**src/rtl/connect_rd_router_if.sv**
```systemverilog
// AR and R channel bundles shared by the read-return router and its neighbours.

interface connect_rd_router_ar_if #(
  parameter int ADDR_W = 32,
  parameter int ID_W   = 4,
  parameter int LEN_W  = 4
);
  logic              valid;
  logic              ready;
  logic [ID_W-1:0]   id;
  logic [ADDR_W-1:0] addr;
  logic [LEN_W-1:0]  len;
  logic              route;   // 1 = AIDC path, 0 = CNN bypass

  modport master (output valid, id, addr, len, route, input ready);
  modport slave  (input valid, id, addr, len, route, output ready);
endinterface

interface connect_rd_router_r_if #(
  parameter int DATA_W = 32,
  parameter int ID_W   = 4
);
  logic              valid;
  logic              ready;
  logic [ID_W-1:0]   id;
  logic [DATA_W-1:0] data;
  logic [1:0]        resp;
  logic              last;

  modport master (output valid, id, data, resp, last, input ready);
  modport slave  (input valid, id, data, resp, last, output ready);
endinterface

```
**src/rtl/connect_rd_router.sv**
```systemverilog
// Read-return router: forwards AR bursts to XHB, remembers each burst's
// origin in an in-order table and steers the returning R beats to the
// AIDC or CNN port, counting beats and flagging protocol errors.

module connect_rd_router #(
  parameter int ADDR_W = 32,
  parameter int DATA_W = 32,
  parameter int ID_W   = 4,
  parameter int LEN_W  = 4,
  parameter int DEPTH  = 8
) (
  input  logic                      clk,
  input  logic                      rst,
  connect_rd_router_ar_if.slave     s_ar,
  connect_rd_router_ar_if.master    m_ar,
  connect_rd_router_r_if.slave      m_r,
  connect_rd_router_r_if.master     aidc_r,
  connect_rd_router_r_if.master     cnn_r,
  output logic [$clog2(DEPTH):0]    outstanding_o,
  output logic                      proto_err_o
);

  localparam int PTR_W = $clog2(DEPTH);
  localparam int CNT_W = PTR_W + 1;

  logic              tbl_route_q [DEPTH];
  logic              tbl_route_d [DEPTH];
  logic [LEN_W-1:0]  tbl_len_q   [DEPTH];
  logic [LEN_W-1:0]  tbl_len_d   [DEPTH];
  logic [ID_W-1:0]   tbl_id_q    [DEPTH];
  logic [ID_W-1:0]   tbl_id_d    [DEPTH];

  logic [PTR_W-1:0]  wr_ptr_q, wr_ptr_d;
  logic [PTR_W-1:0]  rd_ptr_q, rd_ptr_d;
  logic [CNT_W-1:0]  count_q, count_d;
  logic [LEN_W-1:0]  beat_cnt_q, beat_cnt_d;
  logic              proto_err_q, proto_err_d;

  logic              full, empty;
  logic              head_route;
  logic [LEN_W-1:0]  head_len;
  logic [ID_W-1:0]   head_id;
  logic              push, pop, beat, last_beat, sel_ok;

  assign full       = (count_q == CNT_W'(DEPTH));
  assign empty      = (count_q == '0);
  assign head_route = tbl_route_q[rd_ptr_q];
  assign head_len   = tbl_len_q[rd_ptr_q];
  assign head_id    = tbl_id_q[rd_ptr_q];

  // AR pass-through; fullness is judged on the registered count only, so a
  // same-cycle pop never frees a slot for a push.
  always_comb begin
    m_ar.valid = s_ar.valid & ~full & ~rst;
    s_ar.ready = m_ar.ready & ~full & ~rst;
    m_ar.id    = s_ar.id;
    m_ar.addr  = s_ar.addr;
    m_ar.len   = s_ar.len;
    m_ar.route = s_ar.route;
    push       = s_ar.valid & m_ar.ready & ~full & ~rst;
  end

  // R steering: the head entry picks the destination port and whose ready counts.
  always_comb begin
    sel_ok       = ~empty & ~rst;
    aidc_r.valid = sel_ok &  head_route & m_r.valid;
    cnn_r.valid  = sel_ok & ~head_route & m_r.valid;
    m_r.ready    = sel_ok & (head_route ? aidc_r.ready : cnn_r.ready);
    aidc_r.id    = m_r.id;
    aidc_r.data  = m_r.data;
    aidc_r.resp  = m_r.resp;
    aidc_r.last  = m_r.last;
    cnn_r.id     = m_r.id;
    cnn_r.data   = m_r.data;
    cnn_r.resp   = m_r.resp;
    cnn_r.last   = m_r.last;
    beat         = m_r.valid & m_r.ready;
    last_beat    = (beat_cnt_q == head_len);
    pop          = beat & last_beat;
  end

  // Next-state for the table, pointers, beat counter and error flag.
  always_comb begin
    tbl_route_d = tbl_route_q;
    tbl_len_d   = tbl_len_q;
    tbl_id_d    = tbl_id_q;
    wr_ptr_d    = wr_ptr_q;
    rd_ptr_d    = rd_ptr_q;
    count_d     = count_q;
    beat_cnt_d  = beat_cnt_q;
    proto_err_d = proto_err_q;

    if (push) begin
      tbl_route_d[wr_ptr_q] = s_ar.route;
      tbl_len_d[wr_ptr_q]   = s_ar.len;
      tbl_id_d[wr_ptr_q]    = s_ar.id;
      wr_ptr_d              = wr_ptr_q + PTR_W'(1);
    end
    if (pop) begin
      rd_ptr_d = rd_ptr_q + PTR_W'(1);
    end
    case ({push, pop})
      2'b10:   count_d = count_q + CNT_W'(1);
      2'b01:   count_d = count_q - CNT_W'(1);
      default: count_d = count_q;
    endcase

    // Completion follows the counted length; rlast only feeds the error check.
    if (beat) begin
      beat_cnt_d = last_beat ? '0 : beat_cnt_q + LEN_W'(1);
      if ((m_r.last != last_beat) || (m_r.id != head_id)) begin
        proto_err_d = 1'b1;
      end
    end
  end

  // State registers with asynchronous reset.
  always_ff @(posedge clk or posedge rst) begin
    if (rst) begin
      for (int unsigned i = 0; i < DEPTH; i++) begin
        tbl_route_q[i] <= 1'b0;
        tbl_len_q[i]   <= '0;
        tbl_id_q[i]    <= '0;
      end
      wr_ptr_q    <= '0;
      rd_ptr_q    <= '0;
      count_q     <= '0;
      beat_cnt_q  <= '0;
      proto_err_q <= 1'b0;
    end else begin
      tbl_route_q <= tbl_route_d;
      tbl_len_q   <= tbl_len_d;
      tbl_id_q    <= tbl_id_d;
      wr_ptr_q    <= wr_ptr_d;
      rd_ptr_q    <= rd_ptr_d;
      count_q     <= count_d;
      beat_cnt_q  <= beat_cnt_d;
      proto_err_q <= proto_err_d;
    end
  end

  assign outstanding_o = count_q;
  assign proto_err_o   = proto_err_q;

endmodule

```
**src/flat_wrapper.sv**
```systemverilog
// flat-port wrapper written by rule: the top's interface ports become plain ports
module connect_rd_router_flat 
#(
  parameter int ADDR_W = 32,
  parameter int DATA_W = 32,
  parameter int ID_W   = 4,
  parameter int LEN_W  = 4,
  parameter int DEPTH  = 8
)
  (clk, rst, outstanding_o, proto_err_o, s_ar_valid, s_ar_id, s_ar_addr, s_ar_len, s_ar_route, s_ar_ready, m_ar_valid, m_ar_id, m_ar_addr, m_ar_len, m_ar_route, m_ar_ready, m_r_valid, m_r_id, m_r_data, m_r_resp, m_r_last, m_r_ready, aidc_r_valid, aidc_r_id, aidc_r_data, aidc_r_resp, aidc_r_last, aidc_r_ready, cnn_r_valid, cnn_r_id, cnn_r_data, cnn_r_resp, cnn_r_last, cnn_r_ready);
  connect_rd_router_ar_if #(.ADDR_W(ADDR_W), .ID_W(ID_W), .LEN_W(LEN_W)) s_ar_i ();
  connect_rd_router_ar_if #(.ADDR_W(ADDR_W), .ID_W(ID_W), .LEN_W(LEN_W)) m_ar_i ();
  connect_rd_router_r_if #(.DATA_W(DATA_W), .ID_W(ID_W)) m_r_i ();
  connect_rd_router_r_if #(.DATA_W(DATA_W), .ID_W(ID_W)) aidc_r_i ();
  connect_rd_router_r_if #(.DATA_W(DATA_W), .ID_W(ID_W)) cnn_r_i ();
  input  logic clk;
  input  logic rst;
  output logic [$clog2(DEPTH):0] outstanding_o;
  output logic proto_err_o;
  input wire logic [$bits(s_ar_i.valid)-1:0] s_ar_valid;
  input wire logic [$bits(s_ar_i.id)-1:0] s_ar_id;
  input wire logic [$bits(s_ar_i.addr)-1:0] s_ar_addr;
  input wire logic [$bits(s_ar_i.len)-1:0] s_ar_len;
  input wire logic [$bits(s_ar_i.route)-1:0] s_ar_route;
  output wire logic [$bits(s_ar_i.ready)-1:0] s_ar_ready;
  output wire logic [$bits(m_ar_i.valid)-1:0] m_ar_valid;
  output wire logic [$bits(m_ar_i.id)-1:0] m_ar_id;
  output wire logic [$bits(m_ar_i.addr)-1:0] m_ar_addr;
  output wire logic [$bits(m_ar_i.len)-1:0] m_ar_len;
  output wire logic [$bits(m_ar_i.route)-1:0] m_ar_route;
  input wire logic [$bits(m_ar_i.ready)-1:0] m_ar_ready;
  input wire logic [$bits(m_r_i.valid)-1:0] m_r_valid;
  input wire logic [$bits(m_r_i.id)-1:0] m_r_id;
  input wire logic [$bits(m_r_i.data)-1:0] m_r_data;
  input wire logic [$bits(m_r_i.resp)-1:0] m_r_resp;
  input wire logic [$bits(m_r_i.last)-1:0] m_r_last;
  output wire logic [$bits(m_r_i.ready)-1:0] m_r_ready;
  output wire logic [$bits(aidc_r_i.valid)-1:0] aidc_r_valid;
  output wire logic [$bits(aidc_r_i.id)-1:0] aidc_r_id;
  output wire logic [$bits(aidc_r_i.data)-1:0] aidc_r_data;
  output wire logic [$bits(aidc_r_i.resp)-1:0] aidc_r_resp;
  output wire logic [$bits(aidc_r_i.last)-1:0] aidc_r_last;
  input wire logic [$bits(aidc_r_i.ready)-1:0] aidc_r_ready;
  output wire logic [$bits(cnn_r_i.valid)-1:0] cnn_r_valid;
  output wire logic [$bits(cnn_r_i.id)-1:0] cnn_r_id;
  output wire logic [$bits(cnn_r_i.data)-1:0] cnn_r_data;
  output wire logic [$bits(cnn_r_i.resp)-1:0] cnn_r_resp;
  output wire logic [$bits(cnn_r_i.last)-1:0] cnn_r_last;
  input wire logic [$bits(cnn_r_i.ready)-1:0] cnn_r_ready;
  assign s_ar_i.valid = s_ar_valid;
  assign s_ar_i.id = s_ar_id;
  assign s_ar_i.addr = s_ar_addr;
  assign s_ar_i.len = s_ar_len;
  assign s_ar_i.route = s_ar_route;
  assign s_ar_ready = s_ar_i.ready;
  assign m_ar_valid = m_ar_i.valid;
  assign m_ar_id = m_ar_i.id;
  assign m_ar_addr = m_ar_i.addr;
  assign m_ar_len = m_ar_i.len;
  assign m_ar_route = m_ar_i.route;
  assign m_ar_i.ready = m_ar_ready;
  assign m_r_i.valid = m_r_valid;
  assign m_r_i.id = m_r_id;
  assign m_r_i.data = m_r_data;
  assign m_r_i.resp = m_r_resp;
  assign m_r_i.last = m_r_last;
  assign m_r_ready = m_r_i.ready;
  assign aidc_r_valid = aidc_r_i.valid;
  assign aidc_r_id = aidc_r_i.id;
  assign aidc_r_data = aidc_r_i.data;
  assign aidc_r_resp = aidc_r_i.resp;
  assign aidc_r_last = aidc_r_i.last;
  assign aidc_r_i.ready = aidc_r_ready;
  assign cnn_r_valid = cnn_r_i.valid;
  assign cnn_r_id = cnn_r_i.id;
  assign cnn_r_data = cnn_r_i.data;
  assign cnn_r_resp = cnn_r_i.resp;
  assign cnn_r_last = cnn_r_i.last;
  assign cnn_r_i.ready = cnn_r_ready;
  connect_rd_router #(.ADDR_W(ADDR_W), .DATA_W(DATA_W), .ID_W(ID_W), .LEN_W(LEN_W), .DEPTH(DEPTH)) u_core (.clk(clk), .rst(rst), .s_ar(s_ar_i), .m_ar(m_ar_i), .m_r(m_r_i), .aidc_r(aidc_r_i), .cnn_r(cnn_r_i), .outstanding_o(outstanding_o), .proto_err_o(proto_err_o));
endmodule
```
**config.mk**
```make
export PLATFORM = sky130hd
export DESIGN_NAME = connect_rd_router_flat
export DESIGN_NICKNAME = d
export VERILOG_FILES = /design/src/rtl/connect_rd_router_if.sv /design/src/rtl/connect_rd_router.sv /design/src/flat_wrapper.sv
export SDC_FILE = /design/constraint.sdc
export NUM_CORES = 1
export LEC_CHECK = 0
export ABC_AREA = 1
export CAP_MARGIN = 5
export CORE_ASPECT_RATIO = 0.5
export CORE_MARGIN = 5
export CORE_UTILIZATION = 45
export CTS_BUF_LIST = sky130_fd_sc_hd__clkbuf_8 sky130_fd_sc_hd__clkbuf_16
export DETAILED_ROUTE_END_ITERATION = 10
export HOLD_SLACK_MARGIN = 0.05
export PLACE_DENSITY = 0.91
export RECOVER_POWER = 25
export SLEW_MARGIN = 20
export SYNTH_ARGS = -nofsm -noshare
export SYNTH_HDL_FRONTEND = slang
export SYNTH_SLANG_ARGS = --single-unit
```
**constraint.sdc**
```tcl
create_clock -name clk -period 4 [get_ports clk]
set_clock_uncertainty 0.2 [all_clocks]
set_input_delay 0.4 -clock clk [delete_from_list [all_inputs] [get_ports clk]]
set_output_delay 0.4 -clock clk [all_outputs]
set_load 0.05 [all_outputs]
```
Word-level counts from Yosys, hierarchy flattened
Cells that the tools add are included.
{"block": "op_classes", "addsub": 5, "n_lt_le_gt_ge": 3, "eq_ne": 6, "n_bitwise": 21, "n_mux": 19, "reduce_logical": 5}
{"cell": "bitwise mux 32 bit", "n": 2}
{"cell": "binary-select mux 4 bit (select 3 bit)", "n": 2}
{"cell": "2-to-1 mux 4 bit", "n": 6}
{"cell": "AND 1 bit", "n": 15}
{"cell": "demux 4 bit (select 3 bit)", "n": 1}
{"cell": "adder 4 x 1 -> 4 bit (second input constant)", "n": 2}
{"cell": "bitwise mux 8 bit", "n": 1}
{"cell": "greater-or-equal comparator 4 bit (second input constant)", "n": 2}
{"cell": "NOT 3 -> 4 bit", "n": 2}
{"cell": "one-hot mux 4 bit (2 select lines)", "n": 1}
{"cell": "adder 3 x 1 -> 3 bit (second input constant)", "n": 2}
{"cell": "equality test 4 bit", "n": 1}
{"cell": "equality test 4 bit (second input constant)", "n": 1}
{"cell": "zero test 4 bit", "n": 1}
{"cell": "< comparator 4 x 1 -> 1 bit (second input constant)", "n": 1}
{"cell": "2-to-1 mux 1 bit", "n": 4}
{"cell": "inequality test 4 bit", "n": 1}
{"cell": "NOT 1 bit", "n": 4}
{"cell": "subtractor 4 x 1 -> 4 bit (second input constant)", "n": 1}
{"cell": "binary-select mux 1 bit (select 3 bit)", "n": 1}
{"cell": "demux 1 bit (select 3 bit)", "n": 1}
{"cell": "equality test 2 x 1 -> 1 bit (second input constant)", "n": 1}
{"cell": "equality test 2 bit (second input constant)", "n": 1}
{"cell": "AND reduction 2 bit", "n": 1}
{"cell": "4 further kinds", "n": 4}
{"block": "totals", "out_inout_bits": 129, "wordCells": 88, "regBits": 87, "in_bits": 87}

Logic depth before layout (Yosys ltp)
Gate-level depths: netlist of the first run.
{"block": "logic_depth", "depth_word": 10, "ltp_mapped": 19}

Worst setup path after synthesis of the first run
OpenSTA, ideal clock, no wires.
{"block": "synth_path", "kind": "in2reg", "from": "input port rst", "to": "register u_core.count_q[3], in the netlist u_core.outstanding_o[3]", "setup_time_ns": 0.131, "slack_ns": -0.230, "arrival_ns": 3.899, "required_time_ns": 3.669, "cell_stages": 10, "path_cell_list": "inv_1 -> nand2_2 -> nor2_4 -> nand2_2 -> ha_1 -> xnor2_1 -> nand3b_1 -> a21oi_1 -> o21ai_0 -> xor2_1"}
{"block": "synth_between", "elab_chain_len": 7, "elab_cells_between_ends": 10, "classes_between": "eq/ne: 2; mux: 1; bitwise: 6; reduce/logical: 1"}
{"item": "start: declaration", "line": "flat_wrapper.sv:17", "text": "input logic rst;"}
{"item": "NOT 1 bit (*)", "line": "connect_rd_router.sv:60, connect_rd_router.sv:65"}
{"item": "AND 1 bit", "line": "connect_rd_router.sv:65", "text": "sel_ok = ~empty & ~rst;"}
{"item": "AND 1 bit", "line": "connect_rd_router.sv:68", "text": "m_r.ready = sel_ok & (head_route ? aidc_r.ready : cnn_r.ready);"}
{"item": "AND 1 bit", "line": "connect_rd_router.sv:77", "text": "beat = m_r.valid & m_r.ready;"}
{"item": "AND 1 bit", "line": "connect_rd_router.sv:79", "text": "pop = beat & last_beat;"}
{"item": "equality test 2 x 1 -> 1 bit / equality test 2 bit (equally long branches)", "line": "connect_rd_router.sv:102", "text": "case ({push, pop})"}
{"item": "one-hot mux 4 bit (2 select lines) / nonzero test 2 bit (equally long branches)"}
{"item": "end signal: assignment", "line": "connect_rd_router.sv:136", "text": "count_q <= count_d;"}
{"item": "end: declaration", "line": "connect_rd_router.sv:35", "text": "logic [CNT_W-1:0] count_q, count_d;"}
Every way passes the cells marked *; elsewhere a longest branch is shown, timed or not.
A chain may end at the register's enable or synchronous reset.

Worst setup path in the final report of the first run
{"block": "layout_path", "from": "register u_core.rd_ptr_q[0]", "to": "register u_core.count_q[1], in the netlist u_core.outstanding_o[1]"}
{"block": "layout_between", "elab_chain_len": 10, "elab_cells_between_ends": 16, "classes_between": "eq/ne: 3; mux: 8; bitwise: 4; reduce/logical: 1"}
{"item": "start: declaration", "line": "connect_rd_router.sv:34", "text": "logic [PTR_W-1:0] rd_ptr_q, rd_ptr_d;"}
{"item": "start signal: assignment", "line": "connect_rd_router.sv:135", "text": "rd_ptr_q <= rd_ptr_d;"}
{"item": "NOT 3 -> 4 bit (not written as such) (*)", "line": "connect_rd_router.sv:47, connect_rd_router.sv:48"}
{"item": "binary-select mux 1 bit (select 3 bit)", "line": "connect_rd_router.sv:47", "text": "assign head_route = tbl_route_q[rd_ptr_q];"}
{"item": "2-to-1 mux 1 bit (not written as such) (2 in series)", "line": "connect_rd_router.sv:47"}
{"item": "2-to-1 mux 1 bit", "line": "connect_rd_router.sv:68"}
{"item": "AND 1 bit", "line": "connect_rd_router.sv:68"}
{"item": "AND 1 bit", "line": "connect_rd_router.sv:77"}
{"item": "AND 1 bit (*)", "line": "connect_rd_router.sv:79"}
{"item": "net u_core.pop", "line": "connect_rd_router.sv:43", "text": "logic push, pop, beat, last_beat, sel_ok;"}
{"item": "equality test 2 x 1 -> 1 bit / equality test 2 bit (equally long branches)", "line": "connect_rd_router.sv:102"}
{"item": "one-hot mux 4 bit (2 select lines) (*)", "line": "connect_rd_router.sv:102"}
{"item": "net u_core.count_d[1]", "line": "connect_rd_router.sv:35"}
The timed path passes the listed nets; every way through them passes the cells marked *. The select of a mux whose other input is x is not followed.

==> flow_metrics.py, run 1 <==
metrics = {
    "worst_setup_path": {
        "cp.arrival_ps": 3330,
        "worstPathRequired_ps": 4030,
        "worst-path-max-fanout": 21,
        "r2r_start": "u_core.rd_ptr_q[0]",
        "crit_start": "u_core.rd_ptr_q[0]",
        "crit_path_end_kind": "flip-flop",
        "critical_path_class": "flip-flop to flip-flop",
        "start_kind": "flip-flop",
    },
    "placed_design": {
        "gp_congestion": 0.877,
        "port_buffers": 49,
        "place.detailed.hpwl_mm": 9.54,
        "dpl-instance-area_um2": 5160,
    },
    "route": {
        "vias": 4200,
        "viasPerCell": 5.49,
        "first_pass_iters": 5,
        "ant_nets": 0,
        "drt_first_iter_violations": 550,
        "wl_per_cell_um": 17.9,
        "wl_mm": 13.7,
        "drc": 0,
    },
    "floorplan": {
        "die_h_um": 88.4,
        "die_area_um2": 14700,
        "die_x_um": 167,
        "start_util": 0.464,
        "coreArea_um2": 11900,
        "row_count": 28,
        "pin_count": 216,
    },
    "cts": {
        "cts_buffers": 9,
        "path_clk_slew_ps": 60,
        "insertion_delay_ps": 340,
        "root_buffer": "clkbuf_16",
        "postCtsHoldBufs": 0,
        "clock-sinks": 87,
        "ctsHtreeMaxLevel": 3,
        "cts_tree": "built",
        "post-cts-setup-buffers": 0,
        "cts_max_path_buffers": 2,
        "post_cts_resized": 0,
    },
    "global_route": {
        "antenna_found_initial": 0,
        "grt_first_pass_wirelength_mm": 21.7,
        "grt_max_degree": 54,
        "grt_pass1_vias": 4024,
        "grt.total_usage": 0.184,
        "grt_remaining_overflow": 0,
    },
    "synthesis": {
        "ys_seq_elements": 87,
        "synth_edf_count": 0,
        "synthTopCellsByArea": "dfrtp_1 (39%), buf_4 (17%), nand2_1 (11%)",
        "ys_seq_area_frac": 0.394,
        "synth-main-ff-cell": "dfrtp_1",
        "synth-async-reset-ratio": 1.00,
        "yosys.area.top_type_share": 0.394,
        "yosys.area.top_type": "dfrtp_1",
        "yosysWarnings": 0,
        "synth_nets": 765,
        "avgSynthCellArea_um2": 8.23,
        "synth_cells": 672,
        "syn_area_um2": 5530,
        "synth.distinct_cells": 31,
    },
    "sta": {
        "finalCriticalPeriod_ps": 3300,
        "finalSetupViolCount": 0,
        "tns_ps": 0,
        "rsz0062_at_grt": "no",
        "finalCritPeriodShare": 0.825,
        "slew_violations": 0,
        "max_freq_mhz": 303,
        "worst_pin_slew_ps": 658,
        "finalHoldViolCount": 0,
        "relSlewSlack": 0.561,
    },
    "pwr": {
        "power_leakage_nw": 2.52,
        "vdd_ir_drop_max_v": 0.000325,
        "power_w": 0.00423,
        "p_per_area_nw_per_um2": 777,
    },
    "run_status": {
        "status": "complete, no violations",
    },
    "cells_and_area": {
        "final_util": 0.457,
        "fin_area_um2": 5440,
        "nNetsFinal": 688,
        "nFillCells": 1064,
        "diodes": 0,
        "drive_gt1_frac": 0.110,
        "areaGrowthSynthToFinish_pct": -1.63,
    },
    "run": {
        "drv_cap": 0,
    },
    "min_path": {
        "hp-class": "flip-flop to flip-flop",
        "min_from": "u_core.proto_err_o",
    },
}
[through the flow]
step	instances	setup slack (ps)	hold slack, ps
global route	765	494	303
floorplan	672	558	250
global placement	749	1020	252
finish	765	699	269
detailed placement	749	878	255
CTS	765	764	271
[worst max-delay path, stage by stage, from the launching register on]
cell     delay, ps
dfrtp_1        390
inv_2          290
buf_4          300
nand2_1         90
nand3_1        110
nand3_1        110
nand3_1        100
nand2_1         70
nor2_2         150
nand2_2        120
inv_2          110
nand2_2         90
inv_1          100
ha_1           220
xor2_1         210
ha_1           260
mux2_2         250
[layer usage]
metal,global-route usage,part of all wire,vias to the layer above
met1,0.200,0.35,1951
met3,0.0946,0.14,43
met4,0.0728,0.034,0
li1,-,-,1887
met2,0.316,0.48,319
met5,0,0,-
[placed cells by master (no fill, tap or decap), types with 9 or more instances in the layout]
cell / count
clkbuf_16: 9
clkdlybuf4s50_1: 49
dfrtp_1: 87
inv_1: 52
nand2_1: 168
nand3_1: 56
nor2_1: 21
o21ai_0: 20
o21ai_1: 54
o21ai_2: 16
[power by group]
| part | internal, W | switching [W] |
|---|---|---|
| logic | 0.000657 | 0.00125 |
| registers | 0.00122 | 0.000301 |
| clock network | 0.000427 | 0.000368 |
| total | 0.00230 | 0.00192 |
[registers in the layout, indices dropped and copies added (netlist names)]
| signal | flops |
|---|---|
| u_core.proto_err_o | 1 |
| u_core.rd_ptr_q | 3 |
| u_core.tbl_route_q | 8 |
| u_core.wr_ptr_q | 3 |
| u_core.beat_cnt_q | 4 |
| u_core.outstanding_o | 4 |
| u_core.tbl_len_q | 32 |
| u_core.tbl_id_q | 32 |
[cells by family after synthesis]
| group | share of synthesized area |
|---|---|
| and+or+nand+nor | 0.233 |
| xor gates and xnor gates | 0.0158 |
| buffers and inverters | 0.242 |
| adders and majority gates | 0.0136 |
| DFF | 0.394 |
| muxes | 0.00204 |
| AOI/OAI and AO/OA | 0.0998 |
[final cells by class]
type | instances | area (um^2) | share of cell area
clock buffer | 9 | 225 | 0.0414
sequential | 87 | 2180 | 0.400
tap | 165 | 206 | 0.0380
clock inverter | 7 | 53.8 | 0.00989
multi-input combinational | 383 | 2010 | 0.370
inverter | 59 | 225 | 0.0414
timing repair buffer | 55 | 536 | 0.0985
[worst paths after layout]
| check | to | slack (ps) | cells after the start |
|---|---|---|---|
| worst min register to register | u_core.proto_err_o | 270 | 2 |
| worst max register to register | u_core.outstanding_o[1] | 700 | 16 |
| max in group asynchronous | u_core.tbl_id_q[4] | 2200 | 4 |
| worst min-delay path | u_core.proto_err_o | 270 | 2 |
| min in group asynchronous | u_core.tbl_len_q[15] | 380 | 3 |
| worst max-delay path | u_core.outstanding_o[1] | 700 | 16 |
[synthesized netlist by cell type, types with 4 or more instances]
library cell and instances:
nand2_2 6, ha_1 6, o21ai_2 16, o21ai_1 54
inv_1 52, nand4_4 7, nand3_1 56, nand3b_1 4
nor2_1 21, buf_4 123, xnor2_1 4, o21ai_0 20
xor2_1 6, inv_2 4, nand2_1 168, dfrtp_1 87
buf_6 12
(Power assumes the default switching activity.)
==> run 2, diff against run 1 <==
==> constraint.sdc (replaced) <==
create_clock -name clk -period 3.3 [get_ports clk]
set_clock_uncertainty 0.2 [all_clocks]
set_input_delay 0.33 -clock clk [delete_from_list [all_inputs] [get_ports clk]]
set_output_delay 0.33 -clock clk [all_outputs]
set_load 0.05 [all_outputs]
==> run 2 against run 1 <==
- design area rose by 1.4%
- combinational power grew 26%
- global-route usage grew 0.24 points
- first-iteration DRC count is 23% lower
- worst setup slack worse by 420 ps
- non-clock buffer count grew 1
- wire length is 0.24% higher
- critical path depth is 1 higher
- register-to-register slack worse by 420 ps
- utilization rose by 0.65 points
- total power is 24% higher
- die area unchanged
==> flow_metrics.py, run 2 (synthesized netlist as in run 1, its figures left out) <==
metrics = {
    "worst_setup_path": {
        "crit_family": "simple AND/OR/NAND/NOR gates",
        "crit_cells": 17,
        "cp.arrival_ps": 3050,
        "crit_top_cell": "nand2_1",
        "endpoint": "u_core.outstanding_o[1]",
        "crit_chain": "buf_4 > nand2_1 > nand3_1 > nand2_1 > nand2_1 > nand2_1 > nand2_1 > nand2_1 > nor2_2 > nand2_2 > inv_2 > nand2_2 > inv_1 > ha_4 > xor2_1 > ha_1 > mux2_2",
        "regToRegSetupSlack_ps": 280,
        "worstPathRequired_ps": 3330,
        "worst_r2r_endpoint": "u_core.outstanding_o[1]",
        "r2r.worst_path.cells": 17,
        "critical_path_class": "flip-flop to flip-flop",
        "crit_start": "u_core.rd_ptr_q[0]",
        "r2r_start": "u_core.rd_ptr_q[0]",
        "crit_buf_inv": 3,
        "worst-path-max-fanout": 23,
        "crit_slowest_cell": "dfrtp_1",
        "crit_path_end_kind": "flip-flop",
        "start_kind": "flip-flop",
        "cpPeakStageDelay_ps": 420,
    },
    "route": {
        "wl_mm": 13.8,
        "viasPerCell": 5.44,
        "wl_per_cell_um": 18.0,
        "first_pass_iters": 5,
        "drc": 0,
        "ant_nets": 0,
        "vias": 4169,
        "drt_first_iter_violations": 425,
    },
    "cts": {
        "clock-sinks": 87,
        "root_buffer": "clkbuf_16",
        "cts_tree": "built",
        "path_clk_slew_ps": 60,
        "insertion_delay_ps": 340,
        "cts_buffers": 9,
        "post-cts-setup-buffers": 0,
        "ctsHtreeMaxLevel": 3,
        "cts_max_path_buffers": 2,
    },
    "floorplan": {
        "row_count": 28,
        "die_x_um": 167,
        "pin_count": 216,
        "start_util": 0.464,
        "die_area_um2": 14700,
        "coreArea_um2": 11900,
        "die_h_um": 88.4,
    },
    "placed_design": {
        "dpl-instance-area_um2": 5210,
        "preCtsSetupSlack_ps": 273,
        "place.detailed.hpwl_mm": 9.32,
        "port_buffers": 49,
        "gp_congestion": 0.872,
    },
    "global_route": {
        "grt_first_pass_wirelength_mm": 21.8,
        "grt_remaining_overflow": 0,
        "grt.total_usage": 0.187,
        "antenna_found_initial": 0,
        "use_met3": 0.0897,
        "grt_use_met1": 0.204,
        "grt_use_met2": 0.310,
        "grt_busiest_layer": "met2",
        "grt_pass1_vias": 4144,
        "grt_max_degree": 88,
    },
    "run_status": {
        "status": "complete, no violations",
    },
    "sta": {
        "slew_violations": 0,
        "finalWorstSetupSlack_ps": 282,
        "max_freq_mhz": 331,
        "finalSetupViolCount": 0,
        "hold_slack_ps": 269,
        "finalCritPeriodShare": 0.915,
        "finalCriticalPeriod_ps": 3020,
        "relSlewSlack": 0.479,
        "finalHoldViolCount": 0,
        "worst_pin_slew_ps": 781,
        "rsz0062_at_grt": "no",
        "tns_ps": 0,
    },
    "pwr": {
        "seqPwrFrac": 0.344,
        "pwr-share-comb": 0.459,
        "power_switching_w": 0.00230,
        "swShare": 0.440,
        "p_int_w": 0.00293,
        "power_leakage_nw": 2.55,
        "p_clk_frac": 0.197,
        "power_w": 0.00524,
        "p_per_area_nw_per_um2": 949,
        "vdd_ir_drop_max_v": 0.000361,
    },
    "cells_and_area": {
        "final_cell_mix": "nand2_1 (168), dfrtp_1 (87), nand3_1 (56)",
        "drive_gt1_frac": 0.118,
        "final_common_cell": "nand2_1",
        "fin_area_um2": 5520,
        "nNetsFinal": 689,
        "diodes": 0,
        "reg.largest.list": "u_core.tbl_id_q x32, u_core.tbl_len_q x32, u_core.tbl_route_q x8",
        "areaGrowthSynthToFinish_pct": -0.226,
    },
    "run": {
        "drv_cap": 0,
    },
    "min_path": {
        "hp-class": "flip-flop to flip-flop",
    },
}
==> run 2: cell count changes in the layout (fill, tap and decap cells not counted), sizes merged <==
cell,before,now
buf,6,10
inv,60,56
clkdlybuf4s50,49,46
bufinv,0,1
clkbuf,9,10
clkinv,3,4
clkinvlp,3,4
==> run 2: final cells by class <==
cell class / instances / area, um^2
clock buffer: 10 / 239
clock inverter: 6 / 61.3
inverter: 59 / 228
sequential: 87 / 2180
timing repair buffer: 56 / 577
multi-input combinational: 383 / 2030
tap: 165 / 206
fill: 1035 / 6400
==> run 2: worst min path at each step <==
stage	from	to	slack, ps	depth (start not counted)
floorplan	u_core.tbl_id_q[26]	u_core.tbl_id_q[26]	250	2
detailed placement	u_core.proto_err_o	u_core.proto_err_o	250	2
finish	u_core.proto_err_o	u_core.proto_err_o	270	2
CTS	u_core.proto_err_o	u_core.proto_err_o	270	2
global route	u_core.proto_err_o	u_core.proto_err_o	300	2
global placement	u_core.proto_err_o	u_core.proto_err_o	260	2
==> run 2: timing repair <==
action	CTS	global route
hold buffers	0	0
gates resized for setup	0	2
hold endpoints to repair	0	0
endpoints found under the setup margin	0	1
==> run 2: power by group through the flow <==
stage	Sequential [W]	Combinational [W]	Clock (W)
after floorplan	0.00176	0.00215	0
after global routing	0.00185	0.00266	0.00108
after global placement	0.00179	0.00220	0
after CTS	0.00179	0.00238	0.00103
final	0.00180	0.00240	0.00103
after detailed placement	0.00180	0.00231	0
==> run 2: routing by layer <==
metal	vias up	wire, um
met2	284	6330
met3	60	1860
li1	1875	-
met1	1950	4960
met5	-	0
met4	0	606
==> run 2: per-stage QoR <==
| stage | utilization | std cells |
|---|---|---|
| floorplan | - | 672 |
| global placement | 0.437 | 750 |
| detailed placement | 0.437 | 750 |
| CTS | 0.463 | 766 |
| global route | 0.463 | 766 |
| finish | 0.463 | 766 |
==> run 2: worst reg2reg max path, cell delays in order (launching register included) <==
cell     delay, ps
dfrtp_1        420
buf_4          300
nand2_1        120
nand3_1         90
nand2_1         50
nand2_1         70
nand2_1         60
nand2_1         60
nand2_1         60
nor2_2         120
nand2_2        110
inv_2          110
nand2_2         90
inv_1          140
ha_4           170
xor2_1         200
ha_1           270
mux2_2         260
==> variant 1: new RTL, config.mk and constraints of run 1 <==
`LEN_W` is set to 4 in 3 places; all go to 2.
--- a/src/rtl/connect_rd_router_if.sv
+++ b/src/rtl/connect_rd_router_if.sv
@@ -3,7 +3,7 @@
 interface connect_rd_router_ar_if #(
   parameter int ADDR_W = 32,
   parameter int ID_W   = 4,
-  parameter int LEN_W  = 4
+  parameter int LEN_W  = 2
 );
   logic              valid;
   logic              ready;
--- a/src/rtl/connect_rd_router.sv
+++ b/src/rtl/connect_rd_router.sv
@@ -6,7 +6,7 @@
   parameter int ADDR_W = 32,
   parameter int DATA_W = 32,
   parameter int ID_W   = 4,
-  parameter int LEN_W  = 4,
+  parameter int LEN_W  = 2,
   parameter int DEPTH  = 8
 ) (
   input  logic                      clk,
--- a/src/flat_wrapper.sv
+++ b/src/flat_wrapper.sv
@@ -4,7 +4,7 @@
   parameter int ADDR_W = 32,
   parameter int DATA_W = 32,
   parameter int ID_W   = 4,
-  parameter int LEN_W  = 4,
+  parameter int LEN_W  = 2,
   parameter int DEPTH  = 8
 )
   (clk, rst, outstanding_o, proto_err_o, s_ar_valid, s_ar_id, s_ar_addr, s_ar_len, s_ar_route, s_ar_ready, m_ar_valid, m_ar_id, m_ar_addr, m_ar_len, m_ar_route, m_ar_ready, m_r_valid, m_r_id, m_r_data, m_r_resp, m_r_last, m_r_ready, aidc_r_valid, aidc_r_id, aidc_r_data, aidc_r_resp, aidc_r_last, aidc_r_ready, cnn_r_valid, cnn_r_id, cnn_r_data, cnn_r_resp, cnn_r_last, cnn_r_ready);
Ports: changed (resized m_ar_len and s_ar_len); port bits go from 216 to 212. The function was not compared with the original's and may differ.
==> variant 1 against run 1 <==
- synthesized area decreased by 14%
- wire length decreased by 17%
- sequential cell count decreased by 18
- synthesized cell count decreased by 13%
- highest routed layer unchanged
- global-route usage decreased by 0.54 points
- power decreased by 16%
- final area decreased by 14%
- worst setup slack got worse by 50 ps
- die area decreased by 13%
==> variant 1: results (changes against run 1) <==
vias in the first global route -> 3,511 (-13%)
outcome -> complete, no violations
CP max stage delay -> 420 ps (+30 ps)
post-place setup slack -> 688 ps (-190 ps)
sequential area share after synthesis -> 36.3% (-3.1 points)
met2 GRT Util -> 31.3% (-0.32 points)
met1 WL -> 4060 µm (-16%)
overall routing resource usage -> 17.9% (-0.54 points)
clock network power -> 0.785 mW (-1%)
bufs w/o clock -> 49 (-11%)
DR iter-0 viols -> 342 (-38%)
routed wl met2 -> 5600 µm (-14%)
post-synthesis adder-cell area fraction -> 1.74% (+0.38 points)
FF+latch count -> 69 (-21%)
switching part of the total -> 43.2% (-2.3 points)
Largest regs -> u_core.tbl_id_q: 32 flops, u_core.tbl_len_q: 16 flops, u_core.tbl_route_q: 8 flops
Netlist cell types -> 32 (+3.2%)
Routed WL -> 11,400 µm (-17%)
hpwl dp -> 7720 µm (-19%)
post-synthesis compound-gate area fraction -> 9.04% (-0.94 points)
Reg2Reg Setup Slack -> 650 ps (-50 ps)
share of cells above drive strength 1 -> 14.4% (+3.4 points)
Synth Area in XOR/XNOR -> 1.29% (-0.30 points)
multi-input logic cell count -> 316 (-17%)
clk cell area share -> 6.31% (+1.2 points)
GR Util met1 -> 18.8% (-1.1 points)
first-pass GRT wire length -> 18,000 µm (-17%)
I/O Buffers -> 45 (-8.2%)
==> variant 1: metrics by stage <==
| stage | utilization [%] | std cells | power [mW] | cell area (µm²) |
|---|---|---|---|---|
| after floorplan | - | 586 | 2.68 | 4760 |
| final | 45.3 | 655 | 3.56 | 4660 |
| after detailed placement | 42.5 | 640 | 2.72 | 4360 |
| after global routing | 45.3 | 655 | 3.79 | 4660 |
| after CTS | 45.3 | 655 | 3.54 | 4660 |
| after global placement | 42.5 | 640 | 2.63 | 4360 |
==> variant 1: worst register-to-register path: stages, from the launching register on <==
cell	delay [ps]
dfrtp_1	400
inv_2	420
nand2_1	130
nand3_1	90
nand3_1	90
nand3_1	100
nand2_1	70
nand2_1	160
inv_2	90
nand2_2	100
inv_1	60
ha_1	230
ha_1	330
nand2_1	80
nor2_1	40
a211oi_1	250
nor2_1	80
nor2_1	100
nand2_1	70
xor2_1	140
==> variant 2: new RTL, config.mk and constraints of run 1 <==
Made on the original files. Reset style: synchronous (`rst`), changed in one clocked block. Comments in the files are not updated.
--- a/src/rtl/connect_rd_router.sv
+++ b/src/rtl/connect_rd_router.sv
@@ -115,7 +115,7 @@
   end
 
   // State registers with asynchronous reset.
-  always_ff @(posedge clk or posedge rst) begin
+  always_ff @(posedge clk) begin
     if (rst) begin
       for (int unsigned i = 0; i < DEPTH; i++) begin
         tbl_route_q[i] <= 1'b0;
Check against the original RTL: differs if rst is asserted again (counterexample within 4 cycles, from zero or initial values and one cycle with rst high); with rst held inactive, the same outputs for 4 cycles.
==> variant 2 against run 1 <==
- sequential share of layout area decreased by 6.6 points
- sequential cell count unchanged
- worst setup slack got worse by 64 ps
- count of clock-buffer cells in the layout up 1
- wire length down 3.9%
- synthesized area is 4.8% lower
- core utilization is 0.83 points higher
- final area shrank 4.1%
- cell count is 7.6% higher
- critical path depth up 1
- highest routed layer unchanged
Power is not compared: it rests on default switching activity, and its combinational part moved more than twofold at a synthesized area within 25%.
==> variant 2: results (changes against run 1) <==
outcome -> complete, no violations
vias in the first global route -> 4,201 (+4.4%)
n_diodes -> 0 (unchanged)
DR iter-0 viols -> 437 (-21%)
drt pass-1 iters -> 6 (+1)
Worst Setup EP -> u_core.outstanding_o[2]$_SDFFE_PP0P_
Worst Path Max Fanout -> 27 (+29%)
worst r2r path cells -> 17 (+1)
CP max-delay cell -> dfxtp_1
Post-synth top cells -> buf_4 (122), nand2_1 (109), dfxtp_1 (87)
post-synthesis compound-gate area fraction -> 15.1% (+5.1 points)
Routed WL -> 13,200 µm (-3.9%)
post-place setup slack -> 681 ps (-197 ps)
drt wl/cell -> 16.0 µm (-11%)
CP max stage delay -> 590 ps (+200 ps)
placed cells -> 807 (+7.7%)
hpwl dp -> 9680 µm (+1.5%)
vias post-DR -> 4,406 (+4.9%)
Reg2Reg Setup Slack -> 630 ps (-60 ps)
post-synthesis adder-cell area fraction -> 1.43% (+0.068 points)
Post-synth ARST share -> 0% (-100 points)
syn nets -> 837 (+9.4%)
overall routing resource usage -> 18.4% (-0.054 points)
post-CTS sizing -> 0 (unchanged)
final net count -> 752 (+9.3%)
Final Wtd Congestion -> 0.840 (-4.1%)
synthesized area per cell -> 7.08 µm² (-14%)
Netlist cell types -> 34 (+9.7%)
post-synthesis mux area share -> 0% (-0.20 points)
Synth area leaders -> dfxtp_1 (33%), buf_4 (17%), nand2_1 (7.8%)
first-pass GRT wire length -> 21,100 µm (-2.5%)
Critical Path AT -> 3400 ps (+70 ps)
hold_sp -> u_core.proto_err_o$_SDFFE_PP0P_
sequential area share after synthesis -> 33.1% (-6.3 points)
Rel. slew slack -> 58.0% (+1.9 points)
Synth Area in XOR/XNOR -> 0.665% (-0.92 points)
reg2reg start -> u_core.rd_ptr_q[0]$_SDFFE_PP0P_
Achievable Freq -> 0.297 GHz (-1.9%)
DP Area -> 4910 µm² (-4.8%)
Fill cells -> 1,031 (-3.1%)
share of cells above drive strength 1 -> 9.19% (-1.8 points)
main flop type after synthesis -> dfxtp_1
largest net degree at the start of global routing -> 74 (+37%)
[variant 2: cell count changes after synthesis, moves of 43 or more]
cell	before	now
dfxtp_1	0	87
o21ai_0	20	69
a21oi_1	2	60
nand2_1	168	109
dfrtp_1	87	0
o21ai_1	54	11
nor2_1	21	72
[variant 2: where the power goes]
group | total (mW) | internal [mW] | switching [mW]
Sequential | 0.892 | 0.880 | 0.0127
Clock | 0.841 | 0.497 | 0.344
Combinational | 0.287 | 0.0944 | 0.192
[variant 2: worst min path at each step]
stage | end | slack (ps) | depth (start not counted)
6_report | u_core.proto_err_o$_SDFFE_PP0P_ | 250 | 2
5_1_grt | u_core.proto_err_o$_SDFFE_PP0P_ | 270 | 2
4_1_cts | u_core.proto_err_o$_SDFFE_PP0P_ | 250 | 2
3_5_place_dp | u_core.proto_err_o$_SDFFE_PP0P_ | 240 | 2
3_3_place_gp | u_core.proto_err_o$_SDFFE_PP0P_ | 240 | 2
2_1_floorplan | u_core.tbl_len_q[10]$_SDFFE_PP0P_ | 230 | 2
[variant 2: cell families (layout without fill, tap and decap cells)]
family,after synthesis,count (layout)
adder cells (fa/ha/maj),6,6
flip-flops,87,87
AND/OR/NAND/NOR,266,266
buffers and inverters,230,150
XOR/XNOR,4,4
AO/OA/AOI/OAI,151,151
[variant 2: final cells by class]
cell class | count | area share [%]
clock buffer | 10 | 4.58
clock inverter | 6 | 1.18
inverter | 80 | 5.81
multi-input combinational | 427 | 41.0
sequential | 87 | 33.4
tap | 159 | 3.82
timing repair buffer | 54 | 10.2
[variant 2: layer usage]
metal	vias to the layer above	global-route usage (%)	wire length [µm]	part of all wire [%]
met3	29	8.98	1860	14
met1	2007	18.8	4550	34
met5	-	0	0	0
li1	2090	-	-	-
met2	280	33.6	6550	50
met4	0	5.56	235	1.8
